<file path="src/rtl/alu_arbiter.sv">
`default_nettype none
// ============================================================================
// Module   : alu_arbiter
// Function : Two-requester round-robin front end for one shared combinational
//            ALU, using a registered operand path and a held response.
// Revision : 1.0 - initial release
// ============================================================================
module alu_arbiter #(
    parameter int XLEN = 64
) (
    input  logic            clk,
    input  logic            rst,

    input  logic            req0_valid,
    output logic            req0_ready,
    input  logic [XLEN-1:0] req0_a,
    input  logic [XLEN-1:0] req0_b,
    input  logic [3:0]      req0_op,

    input  logic            req1_valid,
    output logic            req1_ready,
    input  logic [XLEN-1:0] req1_a,
    input  logic [XLEN-1:0] req1_b,
    input  logic [3:0]      req1_op,

    output logic            rsp0_valid,
    input  logic            rsp0_ready,
    output logic            rsp1_valid,
    input  logic            rsp1_ready,
    output logic [XLEN-1:0] rsp_result,
    output logic            rsp_invalid,

    output logic [XLEN-1:0] alu_a,
    output logic [XLEN-1:0] alu_b,
    output logic [3:0]      alu_control,
    input  logic [XLEN-1:0] alu_result,
    input  logic            alu_invalid,

    output logic            busy,
    output logic [15:0]     err_count
);

    localparam logic [1:0] S_IDLE = 2'd0;
    localparam logic [1:0] S_EXEC = 2'd1;
    localparam logic [1:0] S_RESP = 2'd2;

    localparam logic [15:0] C_ERR_MAX = 16'hFFFF;

    logic [1:0]      r_state;
    logic [1:0]      w_next_state;
    logic            r_last_grant;
    logic            r_owner;
    logic [XLEN-1:0] r_alu_a;
    logic [XLEN-1:0] r_alu_b;
    logic [3:0]      r_alu_control;
    logic [XLEN-1:0] r_rsp_result;
    logic            r_rsp_invalid;
    logic [15:0]     r_err_count;

    logic            w_grant_sel;
    logic            w_req_fire;
    logic            w_rsp_fire;

    // Contention goes to whoever was not served last; otherwise the sole requester wins.
    assign w_grant_sel = (req0_valid && req1_valid) ? ~r_last_grant : req1_valid;
    assign w_req_fire  = req0_ready || req1_ready;
    assign w_rsp_fire  = (r_state == S_RESP) && (r_owner ? rsp1_ready : rsp0_ready);

    // ------------------------------------------------------------------
    // State register
    // ------------------------------------------------------------------
    always_ff @(posedge clk) begin
        if (rst) begin
            r_state <= S_IDLE;
        end else begin
            r_state <= w_next_state;
        end
    end

    // ------------------------------------------------------------------
    // Next-state logic
    // ------------------------------------------------------------------
    always_comb begin
        w_next_state = r_state;
        case (r_state)
            S_IDLE: begin
                if (w_req_fire) begin
                    w_next_state = S_EXEC;
                end
            end
            S_EXEC: begin
                w_next_state = S_RESP;
            end
            S_RESP: begin
                if (w_rsp_fire) begin
                    w_next_state = S_IDLE;
                end
            end
            default: begin
                w_next_state = S_IDLE;
            end
        endcase
    end

    // ------------------------------------------------------------------
    // Output logic; everything handshake-related is forced low while rst is high
    // ------------------------------------------------------------------
    always_comb begin
        req0_ready = 1'b0;
        req1_ready = 1'b0;
        rsp0_valid = 1'b0;
        rsp1_valid = 1'b0;
        busy       = 1'b0;
        if (!rst) begin
            busy = (r_state != S_IDLE);
            case (r_state)
                S_IDLE: begin
                    req0_ready = req0_valid && !w_grant_sel;
                    req1_ready = req1_valid &&  w_grant_sel;
                end
                S_RESP: begin
                    rsp0_valid = !r_owner;
                    rsp1_valid =  r_owner;
                end
                default: begin
                    req0_ready = 1'b0;
                    req1_ready = 1'b0;
                end
            endcase
        end
    end

    // ------------------------------------------------------------------
    // Datapath: operand capture, result capture, error counter
    // ------------------------------------------------------------------
    always_ff @(posedge clk) begin
        if (rst) begin
            r_last_grant  <= 1'b1;
            r_owner       <= 1'b0;
            r_alu_a       <= '0;
            r_alu_b       <= '0;
            r_alu_control <= 4'b0000;
            r_rsp_result  <= '0;
            r_rsp_invalid <= 1'b0;
            r_err_count   <= 16'd0;
        end else begin
            if (w_req_fire) begin
                r_alu_a       <= w_grant_sel ? req1_a  : req0_a;
                r_alu_b       <= w_grant_sel ? req1_b  : req0_b;
                r_alu_control <= w_grant_sel ? req1_op : req0_op;
                r_owner       <= w_grant_sel;
                r_last_grant  <= w_grant_sel;
            end
            if (r_state == S_EXEC) begin
                r_rsp_result  <= alu_result;
                r_rsp_invalid <= alu_invalid;
            end
            if (w_rsp_fire && r_rsp_invalid && (r_err_count != C_ERR_MAX)) begin
                r_err_count <= r_err_count + 16'd1;
            end
        end
    end

    assign alu_a       = r_alu_a;
    assign alu_b       = r_alu_b;
    assign alu_control = r_alu_control;
    assign rsp_result  = r_rsp_result;
    assign rsp_invalid = r_rsp_invalid;
    assign err_count   = r_err_count;

endmodule
`default_nettype wire

</file>
<file path="config.mk">
export PLATFORM = sky130hd
export DESIGN_NAME = alu_arbiter
export DESIGN_NICKNAME = d
export VERILOG_FILES = /design/src/rtl/alu_arbiter.sv
export SDC_FILE = /design/constraint.sdc
export NUM_CORES = 1
export LEC_CHECK = 0
export BUFFER_PORTS_ARGS = -buffer_cell sky130_fd_sc_hd__buf_4
export CORE_AREA = 2 2 213 215
export DETAILED_ROUTE_END_ITERATION = 6
export DIE_AREA = 0 0 215 217
export GPL_TIMING_DRIVEN = 0
export PLACE_DENSITY = 0.42
export SYNTH_ARGS = -nofsm -noshare
export SYNTH_HDL_FRONTEND = slang
export SYNTH_SLANG_ARGS = --single-unit
export TNS_END_PERCENT = 100
</file>
<file path="constraint.sdc">
create_clock -name clk -period 1.9 [get_ports clk]
set_input_delay 0.095 -clock clk [delete_from_list [all_inputs] [get_ports clk]]
set_output_delay 0.095 -clock clk [all_outputs]
set_load 0.05 [all_outputs]
</file>
==> results summary <==
The share of final-layout standard cells stronger than drive strength 1 is 36.8%. The sum of internal, switching and leakage power came out at about 15 mW. The total negative slack is -26.2 ps. After synthesis, the netlist uses 40 different library cells. The fraction of registers with async set/reset came out at 0%. The wire length per cell came out at between 15 and 20 um. The clock network latency to the later pin of the worst-skew pair came out at ~550 ps. TritonCTS built the clock tree.

The sum of net half-perimeters after detailed placement came out at 34000 um. The floorplan step set the die height to 217 um. The worst-case clock buffer depth came out at 3. dfxtp_1 takes more of the synthesized area than any other cell. Using the TritonRoute via totals, the vias-per-cell ratio works out to 4.30. The chip width is around 220 um. VDD sags by at most 498 uV. The initial antenna violation count came out at 5. The residual overflow from global routing came out at 0. The die area is approximately 47000 um^2. The data required time at the worst endpoint is around 2400 ps. After clock tree synthesis, the clock-pin slew on the worst setup and hold paths is 60 ps.

The standard cell core area came out at about 45000 um^2. Summing the sequential cell areas from Yosys gives 48.7% of the chip area. Counting tap cells, the placed design contains a total of 2142 instances. Sorting the synthesized cells by area gives the leading types as dfxtp_1 (49%), mux2i_1 (15%), a211oi_1 (11%), nor2_1 (5.8%), nand2_1 (5.7%). The pin count of the biggest net entering global routing came out at 14.

The worst-case hold slack is around 2.0 ps. The maximum clock rate came out at slightly above 0.5 GHz. The final route contains 10897 vias.

Summed over all cells, the static leakage comes to 8.05 nW. The synthesized design contains ~220 register bits. The yosys synthesis warning count came out at 0. At the pin with the least slew margin, the transition time is between 800 and 900 ps.

CTS placed an instance of clkbuf_16 at the clock tree root. The count of max-cap constraint violations is 0. The tightest min-delay check is of the in2reg type. The H-tree depth reported by CTS is 1. The final-layout fill cell count is 4504. The final critical path time including I/O delays and setup came out at 1930 ps. The total wirelength of the detailed-routed design is ~46000 um.

Global routing consumed, over all layers together, around a fifth of the routing resources. The setup skew after layout is 7.87 ps. The number of buffers inserted by port buffering came out at roughly 550. The number of global-route vias before repair is roughly 11000. For this run, the leading register cell type out of synthesis is dfxtp_1.

STA classifies the critical path endpoint as a flip-flop. For this configuration, the core starts out at a cell density of about 20%. The net count of the finished layout came out at ~2300. The number of core rows came out at between 70 and 80. For this run, the detailed router's first-pass iteration total came to 4. The remaining design rule violation count is 0. The flow ran to the end, but the final reports show violations. Yosys instantiated no cell more often than dfxtp_1. The worst path uses 101% of the clock period. The synthesized instance count is 990. The power density normalized to cell area came out at between 800 and 900 nW/um^2. The congestion estimate from routability-driven global placement came to 0.826. By count the netlist is led by dfxtp_1 (217), nor2_1 (139), nand2_1 (135), mux2i_1 (134), a211oi_1 (133). The final number of setup-violating endpoints came out at 1. The first-pass GRT wire length came out at between 60000 and 70000 um.

Data on the critical path arrives at its endpoint at ~2400 ps. Relative to the synthesized area, the layout overhead comes to 107%. The maximum fanout encountered on the critical timing path is 5.

about 550 I/O pins were placed. The post-synthesis net count is 1326. The count of placed standard cells in the final layout, fillers left out came out at around 2500. The hold violation count in the final report is 0.

The total clock buffers created by CTS is 28. The number of enable flip-flop cells after synthesis came out at 0. The tightest slew margin relative to the limit is between 40% and 50%. The count of pins over their slew limit was 0. The violation count after the first detailed-route iteration is slightly below 300. In this run the mean area of a mapped cell was 9.01 um^2. The cell area after technology mapping is ~8900 um^2. The critical path class is reg2reg. The slack of the critical path is -26.2 ps.

The detail route stage leaves a number of antenna-violating nets equal to 0. Setup repair after global routing could not meet its margin everywhere. The checks that failed: negative setup slack.

The share of the synthesized area in the top cell type came out at between 40 and 50%. The type of origin of the critical path is a flip-flop. CTS saw approximately 220 sinks.
what timing repair did:
action                                  in CTS  in global routing
buffers inserted                            12                  6
gates cloned                                 0                  1
endpoints found under the hold margin      197                  1
endpoints found under the setup margin     176                157
hold buffers                               324                  1
pin swaps                                    5                 13
resized for setup                           74                 41
stage by stage:
step           cell area, um^2  util, %  setup WS (ps)
4_1_cts                  18300     41.0           -112
3_3_place_gp             13900     31.0          -1180
3_5_place_dp             13900     31.0          -1130
5_1_grt                  18500     41.4          -65.1
2_1_floorplan             8970        -           4.94
6_report                 18500     41.4          -26.2
cells by family after synthesis:
group / Yosys count / share of synthesized area (%)
multiplexers: 135 / 15.2
adder cells (fa/ha/maj): 1 / 0.140
AND/OR/NAND/NOR: 321 / 15.2
AO/OA/AOI/OAI: 229 / 17.0
buffers and inverters: 87 / 3.84
flip-flops: 217 / 48.7
power breakdown:
group | leakage [nW] | internal [mW] | switching [mW]
clock | 0.478 | 3.38 | 2.07
sequential | 1.79 | 4.93 | 0.227
combinational | 5.78 | 1.90 | 2.69
per-layer routing:
metal / share of wire, % / routed length (um) / global-route usage [%]
met2: 49 / 22500 / 33.5
met1: 41 / 18700 / 22.1
met3: 7.5 / 3450 / 5.19
met4: 3.0 / 1390 / 5.26
met5: 0.022 / 10 / 0
final cells by class:
type                            instances  area (um^2)  share of cell area [%]
Antenna cell                            2         5.00                  0.0271
Buffer                                 84          472                    2.55
Clock buffer                           46          911                    4.93
Timing Repair Buffer                  896         7550                    40.8
Sequential cell                       217         4390                    23.7
Clock inverter                          5         50.0                   0.271
Inverter                                1         3.75                  0.0203
Tap cell                              600          751                    4.06
Multi-Input combinational cell        686         4360                    23.6
state kept, by name, summed over array words and instances (netlist names):
| register | count |
|---|---|
| alu_a | 64 |
| alu_b | 64 |
| alu_control | 4 |
| err_count | 16 |
| r_last_grant | 1 |
| r_owner | 1 |
| r_state | 2 |
| rsp_invalid | 1 |
| rsp_result | 64 |
critical path: stages (launching register included):
cell	delay (ps)
dfxtp_4	370
mux2i_4	180
or4b_4	570
buf_6	150
or4_1	460
a21oi_1	120
path summary, 6_finish.rpt:
kind / start / to / slack [ps] / cells after the start
worst max register to register: r_owner / err_count[7] / -30 / 5
worst min-delay path: req1_a[34] / alu_a[34] / 2 / 3
worst min register to register: rsp_result[60] / rsp_result[60] / 450 / 2
worst max-delay path: r_owner / err_count[7] / -30 / 5
placed cells by master (no fill, tap or decap), drive strengths merged, types with 2 or more instances in the layout:
| master | n |
|---|---|
| nand4 | 5 |
| nor2 | 139 |
| nand2 | 135 |
| nor2b | 3 |
| buf | 590 |
| nand3b | 2 |
| nor4 | 2 |
| diode | 2 |
| dlygate4sd3 | 325 |
| and2 | 2 |
| o21ai | 4 |
| a211oi | 133 |
| nor4b | 2 |
| mux2i | 134 |
| nand3 | 6 |
| or3 | 2 |
| o31ai | 8 |
| and3 | 3 |
| clkinv | 4 |
| clkbuf | 111 |
| and4 | 2 |
| a21oi | 79 |
| nor3 | 3 |
| dfxtp | 217 |
| or4 | 8 |
(Power assumes the default switching activity.)
